## src/rtl/axil_pkg.sv

```systemverilog
// rtl/axil_pkg.sv - AXI4-Lite response codes and elaboration helpers
package axil_pkg;

    localparam logic [1:0] RESP_OKAY   = 2'b00;
    localparam logic [1:0] RESP_EXOKAY = 2'b01;
    localparam logic [1:0] RESP_SLVERR = 2'b10;
    localparam logic [1:0] RESP_DECERR = 2'b11;

    function automatic int clog2(input int value);
        int r;
        r = 0;
        while ((1 << r) < value) r++;
        return r;
    endfunction

endpackage

```

## src/rtl/axil_bytewise_ram.sv

```systemverilog
// rtl/axil_bytewise_ram.sv - word array with per-byte write enables, read-before-write
module axil_bytewise_ram #(
    parameter int DATA_WIDTH = 32,
    parameter int DEPTH      = 16,
    parameter int IDX_WIDTH  = 4
) (
    input  logic                    clk,
    input  logic                    rd_en,
    input  logic [IDX_WIDTH-1:0]    rd_idx,
    output logic [DATA_WIDTH-1:0]   rd_data,
    input  logic                    wr_en,
    input  logic [IDX_WIDTH-1:0]    wr_idx,
    input  logic [DATA_WIDTH-1:0]   wr_data,
    input  logic [DATA_WIDTH/8-1:0] wr_strb
);

    logic [DATA_WIDTH-1:0] mem [DEPTH];

    // Both ports use nonblocking updates, so a same-cycle read sees the old word.
    always_ff @(posedge clk) begin
        if (rd_en) begin
            rd_data <= mem[rd_idx];
        end
        if (wr_en) begin
            for (int i = 0; i < DATA_WIDTH / 8; i++) begin
                if (wr_strb[i]) begin
                    mem[wr_idx][i*8 +: 8] <= wr_data[i*8 +: 8];
                end
            end
        end
    end

endmodule

```

## src/rtl/axil_ram_ctrl.sv

```systemverilog
// rtl/axil_ram_ctrl.sv - AXI4-Lite slave RAM; AXIL_RAM_ERR_EN selects SLVERR vs index wrap
module axil_ram_ctrl
    import axil_pkg::*;
#(
    parameter int AXIL_DATA_WIDTH = 32,
    parameter int AXIL_ADDR_WIDTH = 8,
    parameter int MEM_DEPTH       = 16
) (
    input  logic                         clk,
    input  logic                         reset,
    input  logic                         arvalid,
    input  logic [AXIL_ADDR_WIDTH-1:0]   araddr,
    output logic                         arready,
    output logic                         rvalid,
    output logic [AXIL_DATA_WIDTH-1:0]   rdata,
    output logic [1:0]                   rresp,
    input  logic                         rready,
    input  logic                         awvalid,
    input  logic [AXIL_ADDR_WIDTH-1:0]   awaddr,
    output logic                         awready,
    input  logic                         wvalid,
    input  logic [AXIL_DATA_WIDTH-1:0]   wdata,
    input  logic [AXIL_DATA_WIDTH/8-1:0] wstrb,
    output logic                         wready,
    output logic                         bvalid,
    output logic [1:0]                   bresp,
    input  logic                         bready
);

    localparam int STRB_W   = AXIL_DATA_WIDTH / 8;
    localparam int ADDR_LSB = clog2(STRB_W);
    localparam int IDX_W    = AXIL_ADDR_WIDTH - ADDR_LSB;
    localparam int RAM_AW   = (MEM_DEPTH > 1) ? clog2(MEM_DEPTH) : 1;

    logic [IDX_W-1:0]           ar_idx, ar_word, aw_idx_q, wr_word;
    logic                       rd_err, wr_err;
    logic                       aw_full, w_full, rd_zero;
    logic [AXIL_DATA_WIDTH-1:0] w_data_q, ram_q;
    logic [STRB_W-1:0]          w_strb_q;
    logic                       ar_hs, aw_hs, w_hs, commit;
    logic                       unused_bits;

    assign ar_idx = araddr[AXIL_ADDR_WIDTH-1:ADDR_LSB];

`ifdef AXIL_RAM_ERR_EN
    assign ar_word = ar_idx;
    assign wr_word = aw_idx_q;
    assign rd_err  = {1'b0, ar_idx} >= (IDX_W+1)'(MEM_DEPTH);
    assign wr_err  = {1'b0, aw_idx_q} >= (IDX_W+1)'(MEM_DEPTH);
`else
    if ((MEM_DEPTH & (MEM_DEPTH - 1)) != 0) begin : g_depth_check
        $error("MEM_DEPTH must be a power of two when index wrapping is used");
    end
    assign ar_word = ar_idx & IDX_W'(MEM_DEPTH - 1);
    assign wr_word = aw_idx_q & IDX_W'(MEM_DEPTH - 1);
    assign rd_err  = 1'b0;
    assign wr_err  = 1'b0;
`endif

    assign unused_bits = ^{araddr, awaddr, ar_word, wr_word};

    assign arready = !reset && (!rvalid || rready);
    assign awready = !reset && !aw_full;
    assign wready  = !reset && !w_full;
    assign ar_hs   = arvalid && arready;
    assign aw_hs   = awvalid && awready;
    assign w_hs    = wvalid && wready;
    assign commit  = !reset && aw_full && w_full && (!bvalid || bready);

    // rdata is forced to zero after reset and for rejected reads; the RAM output is not reset.
    assign rdata = rd_zero ? '0 : ram_q;

    always_ff @(posedge clk or posedge reset) begin
        if (reset) begin
            rvalid  <= 1'b0;
            rresp   <= RESP_OKAY;
            rd_zero <= 1'b1;
        end else if (ar_hs) begin
            rvalid  <= 1'b1;
            rresp   <= rd_err ? RESP_SLVERR : RESP_OKAY;
            rd_zero <= rd_err;
        end else if (rready) begin
            rvalid  <= 1'b0;
        end
    end

    always_ff @(posedge clk or posedge reset) begin
        if (reset) begin
            aw_full  <= 1'b0;
            w_full   <= 1'b0;
            aw_idx_q <= '0;
            w_data_q <= '0;
            w_strb_q <= '0;
        end else if (commit) begin
            aw_full <= 1'b0;
            w_full  <= 1'b0;
        end else begin
            if (aw_hs) begin
                aw_full  <= 1'b1;
                aw_idx_q <= awaddr[AXIL_ADDR_WIDTH-1:ADDR_LSB];
            end
            if (w_hs) begin
                w_full   <= 1'b1;
                w_data_q <= wdata;
                w_strb_q <= wstrb;
            end
        end
    end

    always_ff @(posedge clk or posedge reset) begin
        if (reset) begin
            bvalid <= 1'b0;
            bresp  <= RESP_OKAY;
        end else if (commit) begin
            bvalid <= 1'b1;
            bresp  <= wr_err ? RESP_SLVERR : RESP_OKAY;
        end else if (bready) begin
            bvalid <= 1'b0;
        end
    end

    axil_bytewise_ram #(
        .DATA_WIDTH (AXIL_DATA_WIDTH),
        .DEPTH      (MEM_DEPTH),
        .IDX_WIDTH  (RAM_AW)
    ) u_ram (
        .clk     (clk),
        .rd_en   (ar_hs && !rd_err),
        .rd_idx  (RAM_AW'(ar_word)),
        .rd_data (ram_q),
        .wr_en   (commit && !wr_err),
        .wr_idx  (RAM_AW'(wr_word)),
        .wr_data (w_data_q),
        .wr_strb (w_strb_q)
    );

endmodule

```

## config.mk

```make
export PLATFORM = sky130hd
export DESIGN_NAME = axil_ram_ctrl
export DESIGN_NICKNAME = d
export VERILOG_FILES = /design/src/rtl/axil_pkg.sv /design/src/rtl/axil_bytewise_ram.sv /design/src/rtl/axil_ram_ctrl.sv
export SDC_FILE = /design/constraint.sdc
export NUM_CORES = 1
export LEC_CHECK = 0
export CORE_UTILIZATION = 49
export CTS_CLUSTER_DIAMETER = 40
export DETAILED_ROUTE_END_ITERATION = 16
export GPL_ROUTABILITY_DRIVEN = 0
export GPL_TIMING_DRIVEN = 0
export MAX_ROUTING_LAYER = met4
export PLACE_DENSITY = 0.72
export SLEW_MARGIN = 20
export SYNTH_ARGS = -nofsm -noshare
export SYNTH_HDL_FRONTEND = slang
export SYNTH_SLANG_ARGS = --single-unit
```

## constraint.sdc

```tcl
create_clock -name clk -period 6.3 [get_ports clk]
set_input_delay 0.63 -clock clk [delete_from_list [all_inputs] [get_ports clk]]
set_output_delay 0.63 -clock clk [all_outputs]
set_load 0.01 [all_outputs]
```

Word level (Yosys, flattened, before mapping):

Memory sizes are Yosys's and may differ from the RTL's. A register that Yosys moved wholly into a read port is not among the register bits.
Index checks and enable logic that the tools add are counted.

* RAM bits: 512
* output and inout bits: 41
* register bits: 45
* memories kept: 1

* bitwise gates (word level): 1
* reduce and logical (&&, ||, !) cells: 22
* mux-type cells: 21

Memories
* u_ram.mem: words 16, bits a word 32, rd ports 1, clocked after Yosys merged registers in 1, wr ports 1, RTL line axil_bytewise_ram.sv:17 `logic [DATA_WIDTH-1:0] mem [DEPTH];`

Operator list (count)
* 2-to-1 mux 32 bit: 1
* 2-to-1 mux 1 bit: 20
* logical AND 1 bit: 9
* nonzero test 2 bit: 4
* logical NOT 1 bit: 5
* AND reduction 2 bit: 2
* logical OR 1 bit: 2
* NOT 1 bit: 1

Depth between registers and ports, before layout:

Gate-level depths: netlist (run 1).

* depth after elaboration: 6
* mapped depth: 5
* gate-level depth less buffers: 3

Modules after synthesis:

A second synthesis (run 1) with hierarchy kept.

* cells, all modules: 1059
* area total of the unflattened synthesis: 22569.1 µm²

By module, submodules not included
* axil_bytewise_ram: cells an instance 909, area an instance 20419.6 µm², instances 1
* axil_ram_ctrl: cells an instance 150, area an instance 2149.6 µm², instances 1

Worst setup path after synthesis (run 1):

OpenSTA, ideal clock, no wires.

* kind: in2reg
* start point: in reset
* end point: reg u_ram.rd_data[0] (read register of u_ram.mem) (enable)
* setup time: 0.422 ns
* setup slack: 3.714 ns
* required time: 5.878 ns
* stages: 2
* path buffers: 0
* arrival time: 2.163 ns
* cell sequence: nand2b_1 > nor2_1

* longest elaborated chain between the ends: 3

RTL lines
* start, declared: RTL line axil_ram_ctrl.sv:10 `input logic reset,`
* logical NOT 1 bit (no source line)
* logical AND 1 bit: RTL line axil_ram_ctrl.sv:62 `assign arready = !reset && (!rvalid || rready);`
* logical AND 1 bit: RTL line axil_ram_ctrl.sv:65 `assign ar_hs = arvalid && arready;`
* via ar_hs: RTL line axil_ram_ctrl.sv:40 `logic ar_hs, aw_hs, w_hs, commit;`
* end, declared: RTL line axil_bytewise_ram.sv:10 `output logic [DATA_WIDTH-1:0] rd_data,`

The timed path passes the listed nets, and every way through them passes these cells.
A chain may end at the register's enable or synchronous reset.

Worst setup path after layout (run 1):

* start point: in reset
* end point: mem u_ram.mem[5][19] (enable)

* longest elaborated chain between the ends: 6

RTL lines
* logical NOT 1 bit (no source line)
* logical AND 1 bit (3 in series): RTL line axil_ram_ctrl.sv:68 `assign commit = !reset && aw_full && w_full && (!bvalid || bready);`
* 2-to-1 mux 1 bit: RTL line axil_bytewise_ram.sv:24 `if (wr_en) begin`
* 2-to-1 mux 1 bit (implied by the code): RTL line axil_bytewise_ram.sv:27 `mem[wr_idx][i*8 +: 8] <= wr_data[i*8 +: 8];`
* end, declared: RTL line axil_bytewise_ram.sv:17

No other way between the ends.

==> flow_summary.ini, run 1 <==
[flow_run]
max_cap_viol_count = 0

[clocking]
cts_hold_buf = 0
cts_setup_buffers = 0
numCtsBuffers = 67
cts_resized = 0
clk_path_buf_depth = 3
htreeDepth = 3
cts_tree = built
cts_sinks = 589
clk_pin_slew_ns = 0.05
worst_skew_pair.late_latency_ns = 0.59
cts_root_buffer = clkbuf_16

[cells_and_area]
final_cells = 1864
nets = 1276
drive_gt1_share_pct = 24.08
syn_to_final_growth_pct = 17.41

[drt]
wl_met1_um = 19030
top_layer_used = met4
avgRoutedWirePerCell_um = 26.31
wl_met3_um = 4337
vias = 10920
antenna_left = 0
via_per_inst = 5.856
drc_errors = 0
drt_iter0_markers = 1008
met2_length_um = 24120
dr.pass1.iters = 6
wirelength_um = 49050

[synth]
synthFlopType = edfxtp_1
synth_area_leaders = edfxtp_1 73%, mux4_2 13%, dfrtp_1 4.9%
synthTopCellsByCount = 544 x edfxtp_1, 128 x mux4_2, 71 x nor2_1
yosys.area.top_type = edfxtp_1
synth.most_common_cell = edfxtp_1
synth_edf_count = 544
seq_area_frac_synth_pct = 78.05
ys_ff_latch = 589
yosysTopAreaCellShare_pct = 73.01
synth_cell_types = 22
synthArstFlopShare_pct = 7.640
yosys_warnings = 0
syn_inst = 1058
synth.avg_cell_area_um2 = 21.15
netlist_area_um2 = 22380

[timing]
hold_violations = 0
relSlewSlack_pct = 30.35
slew_violations = 0
fin_crit_sh_pct = 52.39
rsz0062_at_grt = no
setup_violations = 0
fin_skew_ns = 0.02090
finalSetupTns_ns = 0
fmax_ghz = 0.3030
fin_crit_ns = 3.301
worst_slew_pin_slew_ns = 1.041

[setup_path]
cp.required_ns = 6.49
cp-end-kind = register
ff2ff_setup_slack_ns = 3.50
ff2ff_path_depth = 5
worstSetupPathType = in2reg
arrival_ns = 3.49
path_max_fanout = 10
reg2reg_from = w_full
r2r_end = u_ram.mem[5][19]
cp-start-kind = input port

[hold_path]
holdPathStages = 1
min_to = w_strb_q[2]
hp-class = reg2reg
min_from = w_strb_q[2]

[global_route]
grt_max_degree = 31
grt_pass1_wl_um = 72260
gr-total-overflow = 0
antenna_found_initial = 0
grt_pass1_vias = 11160
grt_use_total_pct = 22.30

[place]
buffer_ports.inserted = 85
dp_hpwl_um = 31240
placedCellCount = 1740

[die]
die_y_um = 215.7
rows = 77
fp.dieArea_um2 = 46520
core_area_um2 = 44610
initial_utilization_pct = 50.16
die_w_um = 215.7
pin_count = 100

[power]
peakVddDrop_v = 0.0002710
p_leak_uw = 0.008505
powerDensity_nw_per_um2 = 388.1

[outcome]
status = complete, no violations
state kept, by name, indices dropped and copies added (netlist names):
name and flops:
u_ram.mem 512, u_ram.rd_data 32, w_data_q 32, aw_idx_q 4, w_strb_q 4, aw_full 1, bvalid 1, rd_zero 1
rvalid 1, w_full 1
critical path, stage by stage:
cell and delay, ns:
clkdlybuf4s50_1 0.72, and3b_1 0.33, clkbuf_1 0.37, nand3_1 0.34, buf_2 0.29, nor2_1 0.81
power by group:
part	total, uW	leakage [uW]	internal (uW)	switching (uW)
Clock	3890	0.00109	2320	1560
Sequential	5590	0.00545	5020	572
Combinational	721	0.00197	324	397
per-stage QoR:
stage / power (uW) / hold slack (ns) / util, % / instance area [um^2] / worst slack (ns)
3_5_place_dp: 6379 / 0.4967 / 53.88 / 24040 / 2.452
4_1_cts: 10240 / 0.5086 / 58.89 / 26270 / 3.046
2_1_floorplan: 5862 / 0.4803 / - / 22390 / 3.714
6_report: 10200 / 0.5086 / 58.90 / 26270 / 2.999
3_3_place_gp: 6295 / 0.4894 / 53.75 / 23980 / 1.653
5_1_grt: 10490 / 0.5336 / 58.89 / 26270 / 2.920
layer usage:
layer	vias up	global-route usage, %
li1	4645	-
met1	5642	28.82
met3	115	5.102
met5	-	-
met2	513	34.62
met4	0	8.605
how the worst max path moves through the flow:
stage | from | to | slack (ns)
floorplan | reset | u_ram.rd_data[0] | 3.71
global placement | reset | u_ram.rd_data[25] | 1.65
detailed placement | reset | u_ram.mem[5][19] | 2.45
CTS | reset | u_ram.mem[5][18] | 3.05
global route | reset | u_ram.mem[8][18] | 2.92
finish | reset | u_ram.mem[5][19] | 3.00
cells by family after synthesis:
kind of cell	after synthesis	share of synthesized area [%]
AOI/OAI and AO/OA	68	2.237
buffers and inverters	61	1.331
DFF	589	78.05
muxes	168	14.90
other	1	0.01676
and+or+nand+nor	171	3.473
cells in the final DEF (no fill, tap or decap), types with 6 or more instances in the layout:
master | netlist | routed
nor2b_1 | 40 | 40
dfrtp_1 | 44 | 44
mux4_2 | 128 | 128
buf_1 | 9 | 9
clkdlybuf4s50_1 | 0 | 85
clkbuf_1 | 21 | 32
clkbuf_16 | 0 | 68
edfxtp_1 | 544 | 544
inv_6 | 0 | 9
a22oi_1 | 64 | 64
buf_4 | 13 | 13
bufinv_16 | 0 | 6
nand3_1 | 10 | 10
buf_2 | 16 | 16
clkinv_1 | 0 | 8
nand2_1 | 42 | 42
nor2_1 | 71 | 70
mux2_2 | 40 | 40
final cells by class:
type | instances | area [um^2]
Fill cell | 3172 | 18340
Sequential cell | 589 | 17460
Multi-Input combinational cell | 411 | 4633
Clock buffer | 84 | 1812
Timing Repair Buffer | 87 | 898.4
Tap cell | 592 | 740.7
Clock inverter | 39 | 421.7
Buffer | 59 | 290.3
Inverter | 2 | 10.01
Antenna cell | 1 | 2.502
Power figures use the tool's default switching activity.
==> run 2, diff against run 1 <==
==> constraint.sdc (replaced) <==
create_clock -name clk -period 3.1 [get_ports clk]
set_input_delay 0.31 -clock clk [delete_from_list [all_inputs] [get_ports clk]]
set_output_delay 0.31 -clock clk [all_outputs]
set_load 0.01 [all_outputs]
==> results of run 2 <==
The final DEF is identical to that of run 1. Status: complete, no violations.
Among the figures that moved: setup slack after placement 2.452 ns -> -0.4282 ns; clock-pin slew on the worst setup and hold paths 0.05 ns -> 0.06 ns; setup slack after layout 2.999 ns -> 0.1195 ns; hold slack 0.5086 ns -> 0.3287 ns; register-to-register setup slack 3.50 ns -> 0.30 ns; end point of the worst hold path w_strb_q[2] -> w_data_q[22]; total power 10200 uW -> 20720 uW; worst IR drop on VDD 0.0002710 V -> 0.0005507 V
